`config.mk`:
```
export PLATFORM = sky130hd
export DESIGN_NAME = uart_cmd_ctrl
export DESIGN_NICKNAME = d
export VERILOG_FILES = /design/src/rtl/uart_cmd_ctrl.sv
export SDC_FILE = /design/constraint.sdc
export NUM_CORES = 1
export LEC_CHECK = 0
export CORE_UTILIZATION = 55
export CTS_BUF_LIST = sky130_fd_sc_hd__clkbuf_2
export DETAILED_ROUTE_END_ITERATION = 16
export HOLD_SLACK_MARGIN = 0.02
export PLACE_DENSITY = 0.74
export SYNTH_ARGS = -nofsm -noshare
export SYNTH_HDL_FRONTEND = slang
export SYNTH_SLANG_ARGS = --single-unit
```
`constraint.sdc`:
```
create_clock -name clk -period 3 [get_ports clk]
set_input_delay 0.6 -clock clk [delete_from_list [all_inputs] [get_ports clk]]
set_output_delay 0.6 -clock clk [all_outputs]
set_load 0.005 [all_outputs]
```
`src/rtl/uart_cmd_ctrl.sv`:
```
// uart_cmd_ctrl: sequences the uart_rx byte receiver and assembles framed commands
// (SYNC, OPCODE, LEN, payload, optional CHK) for the gate-tester core.
// Build option: define UART_CMD_CHECKSUM_EN to include and verify the trailing XOR CHK byte.
module uart_cmd_ctrl #(
   parameter int unsigned MAX_LEN        = 16,
   parameter logic [7:0]  SYNC_BYTE      = 8'hA5,
   parameter int unsigned TIMEOUT_CYCLES = 100_000_000 / 100,
   localparam int unsigned LW = $clog2(MAX_LEN + 1),
   localparam int unsigned AW = $clog2(MAX_LEN)
) (
   input  logic          clk,
   input  logic          rst,
   input  logic          rx_done,
   input  logic [7:0]    rx_byte,
   output logic          rx_trigger,
   output logic          cmd_valid,
   input  logic          cmd_ready,
   output logic [7:0]    cmd_opcode,
   output logic [LW-1:0] cmd_len,
   input  logic [AW-1:0] pl_addr,
   output logic [7:0]    pl_data,
   output logic          err_pulse,
   output logic [1:0]    err_code,
   output logic [7:0]    err_count
);

   localparam int unsigned TW = $clog2(TIMEOUT_CYCLES + 1);

   typedef enum logic [2:0] {
      StHunt,
      StOpc,
      StLen,
      StPay,
`ifdef UART_CMD_CHECKSUM_EN
      StChk,
`endif
      StHold
   } state_t;

   // State entered once the last payload byte (or LEN==0) has been taken.
`ifdef UART_CMD_CHECKSUM_EN
   localparam state_t StEnd = StChk;
`else
   localparam state_t StEnd = StHold;
`endif

   state_t          state_q, state_d;
   logic [1:0]      blank_q, blank_d;
   logic            trig_q, trig_d;
   logic [7:0]      opcode_q, opcode_d;
   logic [LW-1:0]   len_q, len_d;
   logic [AW-1:0]   wr_idx_q, wr_idx_d;
   logic [7:0]      chk_q, chk_d;
   logic [TW-1:0]   tmo_q, tmo_d;
   logic            err_pulse_q, err_pulse_d;
   logic [1:0]      err_code_q, err_code_d;
   logic [7:0]      err_count_q, err_count_d;
   logic [7:0]      buffer [MAX_LEN];
   logic            take, in_frame, timeout, buf_we, err;
   logic [1:0]      code;

   // Next-state: byte take, frame parsing, timeout and error bookkeeping.
   always_comb begin
      state_d     = state_q;
      blank_d     = (blank_q != 2'd0) ? blank_q - 2'd1 : 2'd0;
      trig_d      = 1'b0;
      opcode_d    = opcode_q;
      len_d       = len_q;
      wr_idx_d    = wr_idx_q;
      chk_d       = chk_q;
      tmo_d       = '0;
      err_pulse_d = 1'b0;
      err_code_d  = err_code_q;
      err_count_d = err_count_q;
      buf_we      = 1'b0;
      err         = 1'b0;
      code        = 2'd0;

      // blank masks the stale rx_done level until uart_rx has seen the re-arm pulse
      take     = rx_done && (blank_q == 2'd0) && (state_q != StHold);
      in_frame = (state_q != StHunt) && (state_q != StHold);
      timeout  = in_frame && (tmo_q == TW'(TIMEOUT_CYCLES - 1));

      if (take) begin
         blank_d = 2'd2;
         trig_d  = 1'b1;
      end
      if (in_frame && !take) tmo_d = tmo_q + TW'(1);

      if (timeout) begin
         // a byte taken in this cycle is dropped
         err     = 1'b1;
         code    = 2'd3;
         state_d = StHunt;
      end else if (take) begin
         unique case (state_q)
            StHunt: begin
               if (rx_byte == SYNC_BYTE) begin
                  state_d = StOpc;
                  chk_d   = 8'h00;
               end
            end
            StOpc: begin
               opcode_d = rx_byte;
               chk_d    = chk_q ^ rx_byte;
               state_d  = StLen;
            end
            StLen: begin
               if (32'(rx_byte) > MAX_LEN) begin
                  err     = 1'b1;
                  code    = 2'd1;
                  state_d = StHunt;
               end else begin
                  len_d    = rx_byte[LW-1:0];
                  chk_d    = chk_q ^ rx_byte;
                  wr_idx_d = '0;
                  state_d  = (rx_byte == 8'h00) ? StEnd : StPay;
               end
            end
            StPay: begin
               buf_we   = 1'b1;
               chk_d    = chk_q ^ rx_byte;
               wr_idx_d = wr_idx_q + AW'(1);
               if (LW'(wr_idx_q) + LW'(1) == len_q) state_d = StEnd;
            end
`ifdef UART_CMD_CHECKSUM_EN
            StChk: begin
               if (rx_byte == chk_q) begin
                  state_d = StHold;
               end else begin
                  err     = 1'b1;
                  code    = 2'd2;
                  state_d = StHunt;
               end
            end
`endif
            default: ;
         endcase
      end

      if (err) begin
         err_pulse_d = 1'b1;
         err_code_d  = code;
         if (err_count_q != 8'hFF) err_count_d = err_count_q + 8'd1;
      end

      if ((state_q == StHold) && cmd_ready) state_d = StHunt;
   end

   // Control and status registers.
   always_ff @(posedge clk or posedge rst) begin
      if (rst) begin
         state_q     <= StHunt;
         blank_q     <= 2'd0;
         trig_q      <= 1'b0;
         opcode_q    <= 8'h00;
         len_q       <= '0;
         wr_idx_q    <= '0;
         chk_q       <= 8'h00;
         tmo_q       <= '0;
         err_pulse_q <= 1'b0;
         err_code_q  <= 2'd0;
         err_count_q <= 8'h00;
      end else begin
         state_q     <= state_d;
         blank_q     <= blank_d;
         trig_q      <= trig_d;
         opcode_q    <= opcode_d;
         len_q       <= len_d;
         wr_idx_q    <= wr_idx_d;
         chk_q       <= chk_d;
         tmo_q       <= tmo_d;
         err_pulse_q <= err_pulse_d;
         err_code_q  <= err_code_d;
         err_count_q <= err_count_d;
      end
   end

   // Payload buffer; contents are meaningless until a frame fills them, so no reset.
   always_ff @(posedge clk) begin
      if (buf_we) buffer[wr_idx_q] <= rx_byte;
   end

   assign rx_trigger = trig_q;
   assign cmd_valid  = (state_q == StHold);
   assign cmd_opcode = opcode_q;
   assign cmd_len    = len_q;
   assign pl_data    = (LW'(pl_addr) < len_q) ? buffer[pl_addr] : 8'h00;
   assign err_pulse  = err_pulse_q;
   assign err_code   = err_code_q;
   assign err_count  = err_count_q;

endmodule

```
==> results of run 1 <==
## cell usage after synthesis, drive strengths merged (2+ instances only)
cell type	n
nand2	25
ha	9
nand3b	3
xnor2	14
or4	2
and4	5
clkbuf	14
a21o	5
nand3	9
mux4	40
o21ai	7
and3	2
edfxtp	128
buf	5
nor3	12
mux2	14
or3	5
nor4	8
and2	6
nor2b	3
a21boi	8
nor3b	4
inv	13
dfrtp	54
a21oi	8
a31oi	3
a2111o	2
nor2	33
or2	2
nand4	10
xor2	11
## logic make-up (layout without fill, tap and decap cells)
family / count (synthesis) / in the layout
flops: 182 / 182
simple gates: 133 / 133
mux: 55 / 55
compound gates: 43 / 43
buf+inv: 32 / 145
xor+xnor: 26 / 26
fa+ha+maj: 9 / 9
other cells: 0 / 1
## flip-flops by register name (all words and copies together), names as in the netlist, 2 cells and up
register and count:
tmo_q 20, cmd_len 5, state_q 3, buffer 128, wr_idx_q 4, err_count 8
err_code 2, cmd_opcode 8, blank_q 2
## through the flow
step | setup TNS (ns) | setup WS (ns) | instances
after CTS | -1.07 | -0.170 | 773
after detailed placement | -3.49 | -0.465 | 738
after global placement | -3.09 | -0.411 | 738
final | -0.461 | -0.0898 | 774
after global routing | -1.56 | -0.230 | 774
after floorplan | 0 | 0.113 | 480
## layout by cell type (no fill, tap or decap), types with 4 or more instances in the layout
| master | instances |
|---|---|
| inv_8 | 5 |
| nor3b_1 | 4 |
| nand3_1 | 9 |
| mux2_2 | 14 |
| buf_4 | 42 |
| and4_1 | 5 |
| inv_1 | 11 |
| edfxtp_1 | 128 |
| clkdlybuf4s50_1 | 39 |
| xor2_1 | 11 |
| clkbuf_2 | 17 |
| nor2_1 | 33 |
| o21ai_0 | 4 |
| buf_12 | 6 |
| buf_2 | 9 |
| and2_1 | 5 |
| mux4_2 | 40 |
| a21boi_2 | 6 |
| a21o_1 | 4 |
| a21oi_1 | 8 |
| nor4_1 | 8 |
| dfrtp_1 | 54 |
| xnor2_1 | 14 |
| nand4_1 | 10 |
| nor3_1 | 11 |
| nand2_1 | 25 |
| ha_1 | 8 |
| inv_6 | 4 |
| or3_1 | 5 |
## metal layers
metal / part of all wire [%] / vias up
li1: - / 2081
met2: 52 / 188
met1: 40 / 2364
met3: 5.9 / 25
met5: 0 / -
met4: 2.3 / 0
## worst paths after layout
check | endpoint | cells after the start | slack (ns) | start
setup / recovery | pl_data[2] | 4 | -0.09 | buffer[13][2]
hold / removal | err_count[1] | 2 | 0.13 | rst
setup reg to reg | buffer[1][5] | 7 | 0.43 | tmo_q[7]
hold reg to reg | tmo_q[0] | 1 | 0.50 | tmo_q[0]
max in group asynchronous | tmo_q[0] | 3 | 2.19 | rst
min in group clk | rx_trigger | 3 | 0.42 | rx_done
## power by group
| group | total [mW] | switching (mW) | internal, mW | leakage (nW) |
|---|---|---|---|---|
| combinational | 0.367 | 0.190 | 0.177 | 1.33 |
| clock | 1.34 | 0.911 | 0.427 | 0.161 |
| sequential | 2.79 | 0.0466 | 2.74 | 1.86 |
## repair_timing
action / in CTS / in global routing
gates resized for setup: 53 / 0
pin swaps: 3 / 0
endpoints found under the hold margin: 0 / 0
endpoints found under the setup margin: 9 / 8
setup buffers: 2 / 0
gates cloned: 1 / 0
## area by class of cell
class                      instances  area (um2)  area share (%)
sequential                       182        5190            56.6
clock buffer                      17        85.1           0.928
inverter                          13        48.8           0.532
timing repair buffer             100         935            10.2
multi-input combinational        266        2500            27.2
clock inverter                    15         181            1.98
antenna                            1        2.50          0.0273
tap                              180         225            2.46
==> key figures, run 1 <==
Clock network
  • CTS HTree Levels: 4
  • CTS tree: done
  • Clk buf depth: 2
  • Later-pin clock latency in the skew report: approximately 0.8 ns
  • Worst-path clk slew: 0.29 ns
  • Clk sinks: between 150 and 200
  • CTS Buf Count: 17
  • Clk root buf: clkbuf_2
  • Hold-fix buffers, CTS: 0

Global route
  • Gr busiest metal: met2
  • Vias in the first global route: around 4900
  • M3 GR Usage: under 10%
  • Met2 GRT Util: about 44%
  • GR Util met1: about a third
  • Grt ovf: 0
  • GRT Total Usage: 26.0%
  • Largest net degree at the start of global routing: 27
  • Initial antenna violation count: 1
  • First-pass GRT wire length: 27200 um

Yosys
  • Combinational family with the most area after synthesis: multiplexers
  • Synth area leader: edfxtp_1
  • Main area contributors after synthesis: edfxtp_1 (49%), dfrtp_1 (17%), mux4_2 (12%), mux2_2 (2.0%), nor2_1 (1.6%)
  • Ys flop type: edfxtp_1
  • YS warnings: 0
  • Register bit total from synthesis: around 180
  • Syn Area/Cell: around 16 um2
  • Post-synth EDFFs: ~130
  • Synth Area in Compound Gates: between 4 and 5%
  • Post-Synthesis Cells: 480
  • Syn nets: 505
  • Ys async rst share: about 30%
  • Synth Area in Adders: approximately 1.4%
  • Synth cell types: 53
  • Post-synthesis sequential area ratio: about two thirds
  • Post-synthesis mux area share: between 10% and 20%
  • Post-Synth XOR/XNOR Area: slightly above 3%
  • Simple-gate portion of the synthesized area: between 9 and 10%
  • Area share of the largest cell type after synthesis: between 40% and 50%
  • Synthesized area: approximately 7800 um2

STA
  • RSZ-0062 raised after global routing: true
  • Fin crit share: 103%
  • Worst-Margin Slew: ~0.55 ns
  • Final min period: around 3.1 ns
  • Hold_ws: 0.131 ns
  • Fmax: ~320 MHz
  • Final WS setup: -0.0898 ns
  • Slew HR: 63.5%
  • Fin. Hold Viols: 0
  • Final slew viol count: 0
  • Max Clock Skew: roughly 0.040 ns
  • Final setup violation count: 8

Outcome
  • Status: finished with violations
  • Failing checks: negative setup slack

Critical path
  • Crit Path Max Fanout: 1
  • CP Buf/Inv Count: 1
  • Crit path capture type: output pin
  • CP delay by family, top: multiplexers
  • WP data arrival: around 2.5 ns
  • Worst Setup Start Kind: flip-flop
  • CP peak stage delay: 0.50 ns
  • Crit Path Class: reg -> out
  • Slowest-stage cell, CP: mux4_2
  • Required @ worst endpoint: between 2 and 2.5 ns
  • CP Cell Sequence: mux4_2, mux4_2, a21boi_2, buf_2
  • Most used cell along the critical path: mux4_2

Routing
  • Vias: between 4000 and 5000
  • Routed length per instance: between 20 and 25 um
  • Vias per std cell: 6.02
  • Drt pass-1 iters: 5
  • Drt drc: 0
  • Iter 0 DRT Violations: 445
  • WL final: between 15000 and 20000 um
  • Antenna viol nets, final: 0

Cells and area
  • Share of cells above drive strength 1: about 28%
  • Layout Nets: between 600 and 700
  • Layout Utilization: roughly two thirds
  • Layout area overhead: 18.0%
  • Fillers: 930
  • Design area: ~9200 um2

Placement
  • Final HPWL DP: around 12000 um
  • DP Area: roughly 9000 um2
  • GP Congestion: approximately 0.79
  • Port Buffers: 49

Die
  • Die X: 121 um
  • Core area: between 10000 and 15000 um2
  • Die Area: around 15000 um2
  • Die height: approximately 120 um
  • Starting Density: roughly 56%
  • IO Pins: 50
  • Rows: 43

Power and ir drop
  • Total Power: about 4.5 mW
  • VDD IR max: between 0.3 and 0.4 mV
  • Power density of the placed cells: between 400 and 500 nW/um2
  • Cell leakage power: ~3.3 nW

Flow run
  • Maxcap violations: 0

Hold path
  • Hold crit path type: in -> async
Power figures use the tool's default switching activity.
==> run 2: changes to the inputs <==
--- a/config.mk
+++ b/config.mk
@@ -5,11 +5,11 @@
 export SDC_FILE = /design/constraint.sdc
 export NUM_CORES = 1
 export LEC_CHECK = 0
-export CORE_UTILIZATION = 55
+export CORE_UTILIZATION = 50
 export CTS_BUF_LIST = sky130_fd_sc_hd__clkbuf_2
 export DETAILED_ROUTE_END_ITERATION = 16
 export HOLD_SLACK_MARGIN = 0.02
-export PLACE_DENSITY = 0.74
+export PLACE_DENSITY = 0.68
 export SYNTH_ARGS = -nofsm -noshare
 export SYNTH_HDL_FRONTEND = slang
 export SYNTH_SLANG_ARGS = --single-unit
==> run 2 against run 1 <==
  * The run still ends with negative setup slack left
  * Global-route usage fell by 2.6 points
  * Clock power fell by 12%
  * Clock skew rose by 0.0029 ns
  * Critical path type unchanged
  * Largest cell class unchanged
  * Largest power group unchanged
  * Highest routed layer unchanged
==> key figures, run 2 (synthesis results as in run 1) <==
Outcome
  • Status: finished with violations
  • Failing checks: negative setup slack

Routing
  • Max layer used: met4
  • Vias per std cell: 5.93 (-1.4%)
  • Routed length per instance: 22.1 um (-1.7%)
  • Drt drc: 0 (unchanged)
  • DR WL met2: 8570 um (-4.3%)
  • Antenna viol nets, final: 0 (unchanged)
  • Drt pass-1 iters: 5 (unchanged)
  • Iter 0 DRT Violations: 461 (+3.6%)
  • Vias: 4634 (-0.52%)
  • Met3 wire length: 1280 um (+25%)
  • WL final: 17200 um (-0.83%)
  • Metal-1 WL: 7110 um (+1.5%)

Clock network
  • Clk root buf: clkbuf_2
  • CTS Buf Count: 17 (unchanged)
  • CTS HTree Levels: 4 (unchanged)
  • Clk buf depth: 2 (unchanged)
  • Hold-fix buffers, CTS: 0 (unchanged)
  • Clk sinks: 182 (unchanged)
  • Later-pin clock latency in the skew report: 0.77 ns (about the same)
  • Worst-path clk slew: 0.30 ns (about the same)
  • CTS tree: done

Die
  • IO Pins: 50 (unchanged)
  • Starting Density: 51.1% (-5.1 points)
  • Rows: 45 (+4.7%)
  • Die X: 127 um (+4.8%)
  • Core area: 15200 um2 (+9.9%)
  • Die Area: 16000 um2 (+9.8%)
  • Die height: 127 um (+4.8%)

Global route
  • GRT Total Usage: 23.4% (-2.6 points)
  • Largest net degree at the start of global routing: 30 (+11%)
  • Initial antenna violation count: 0 (-1)
  • Grt ovf: 0 (unchanged)
  • Vias in the first global route: 4697 (-3.4%)
  • First-pass GRT wire length: 27000 um (-0.68%)

STA
  • Max Clock Skew: 0.0432 ns (+0.00294 ns)
  • Fmax: 323 MHz (-0.35%)
  • Post-route setup TNS: -0.551 ns (-0.0899 ns)
  • Final slew viol count: 0 (unchanged)
  • Worst-Margin Slew: 0.672 ns (+0.125 ns)
  • Slew HR: 54.8% (-8.7 points)
  • Final setup violation count: 8 (unchanged)
  • Final min period: 3.10 ns (+0.0107 ns)
  • Final WS setup: -0.100 ns (-0.0107 ns)
  • Fin crit share: 103% (+0.36 points)
  • RSZ-0062 raised after global routing: true
  • Fin. Hold Viols: 0 (unchanged)

Cells and area
  • Share of cells above drive strength 1: 28.3% (+0.51 points)
  • Final std cells w/o fill: 781 (+0.90%)
  • Commonest non-fill, non-tap cell in the layout: edfxtp_1
  • Number of flip-flops in the largest register: 128 (unchanged)
  • Layout Nets: 605 (unchanged)
  • Most frequent cells in the layout: edfxtp_1 (128), dfrtp_1 (53), buf_4 (43), mux4_2 (40), clkdlybuf4s50_1 (39)
  • Largest registers: buffer (128), tmo_q (20)
  • Most flops, register: buffer
  • N_diodes: 0 (-1)
  • Layout area overhead: 17.7%

Critical path
  • Most used cell along the critical path: mux4_2
  • Levels on crit path: 4 (unchanged)
  • CP Capture Point: pl_data[0]
  • WP data arrival: 2.50 ns (about the same)
  • Crit Path Max Fanout: 1 (unchanged)
  • CP Cell Sequence: mux4_2, mux4_2, a21boi_2, buf_2
  • Worst Setup SP: buffer[15][0]
  • R2R Setup Slk: 0.43 ns (about the same)
  • Crit Path Class: reg -> out
  • CP Buf/Inv Count: 1 (unchanged)
  • Required @ worst endpoint: 2.40 ns (about the same)
  • Worst r2r src: tmo_q[7]
  • CP delay by family, top: multiplexers
  • R2R cell count: 7 (unchanged)
  • Worst Setup Start Kind: flip-flop
  • Slowest-stage cell, CP: mux4_2
  • R2r endpoint: buffer[3][5]
  • CP peak stage delay: 0.49 ns (about the same)
  • Crit path capture type: output pin

Power and ir drop
  • Cell leakage power: 3.33 nW (-0.46%)
  • Total Power: 4.34 mW (-3.4%)
  • VDD IR max: 0.470 mV (+38%)
  • Power density of the placed cells: 474 nW/um2 (-3.2%)

Placement
  • Port Buffers: 49 (unchanged)
  • Final HPWL DP: 11600 um (+0.73%)
  • Dpl cells: 747 (+1.2%)
  • Pre-CTS setup slack: -0.539 ns (-0.0744 ns)
  • GP Congestion: 0.829 (+5.0%)

Hold path
  • Hold crit path type: in -> async

Flow run
  • Maxcap violations: 0 (unchanged)
[run 2: cell count changes in the layout (fill, tap and decap cells not counted), sizes merged]
cell | before | now
clkbuf | 17 | 18
clkinv | 4 | 5
bufinv | 2 | 0
diode | 1 | 0
[run 2: final cells by class]
cell class | count | area [um2]
fillers | 1158 | 6050
clock inverters | 14 | 136
repair buffers | 100 | 940
multi-input cells | 266 | 2500
well taps | 188 | 235
clock buffers | 18 | 90.1
inverters | 13 | 48.8
flip-flops and latches | 182 | 5200
[run 2: worst min path at each step]
stage,startpoint,end,slack [ns]
global placement,err_code[0],err_code[0],0.45
CTS,rst,err_count[1],0.1
finish,rst,err_count[5],0.15
floorplan,tmo_q[0],tmo_q[0],0.45
global route,rst,cmd_opcode[1],0.11
detailed placement,err_code[0],err_code[0],0.46
[run 2: layer usage]
metal / vias to the layer above / GRT usage (%)
li1: 2077 / -
met1: 2353 / 32.2
met2: 185 / 37.2
met3: 19 / 6.03
met4: 0 / 7.21
met5: - / 0
[run 2: through the flow]
step / hold slack (ns) / utilization (%) / area [um2]
2_1_floorplan: 0.446 / - / 7770
3_3_place_gp: 0.452 / 58.4 / 8870
3_5_place_dp: 0.456 / 58.4 / 8870
4_1_cts: 0.0996 / 60.1 / 9130
5_1_grt: 0.111 / 60.2 / 9150
6_report: 0.153 / 60.2 / 9150
[run 2: report_power, final]
part           switching (mW)  internal (mW)  leakage (nW)  total (mW)
Clock                   0.908          0.267         0.146        1.18
Sequential             0.0467           2.74          1.86        2.79
Combinational           0.197          0.179          1.33       0.377
[run 2: repair_timing]
item,in CTS,in global routing
setup buffers,1,0
setup endpoints to repair,8,9
gates resized for setup,52,2
pin swaps,5,4
gates cloned,1,0
[run 2: worst reg2reg max path: stages (launching register included)]
cell	delay, ns
dfrtp_1	0.49
or4_1	0.53
or4_4	0.49
o21ai_2	0.18
buf_4	0.21
nor4_1	0.10
and2_1	0.21
buf_12	0.15
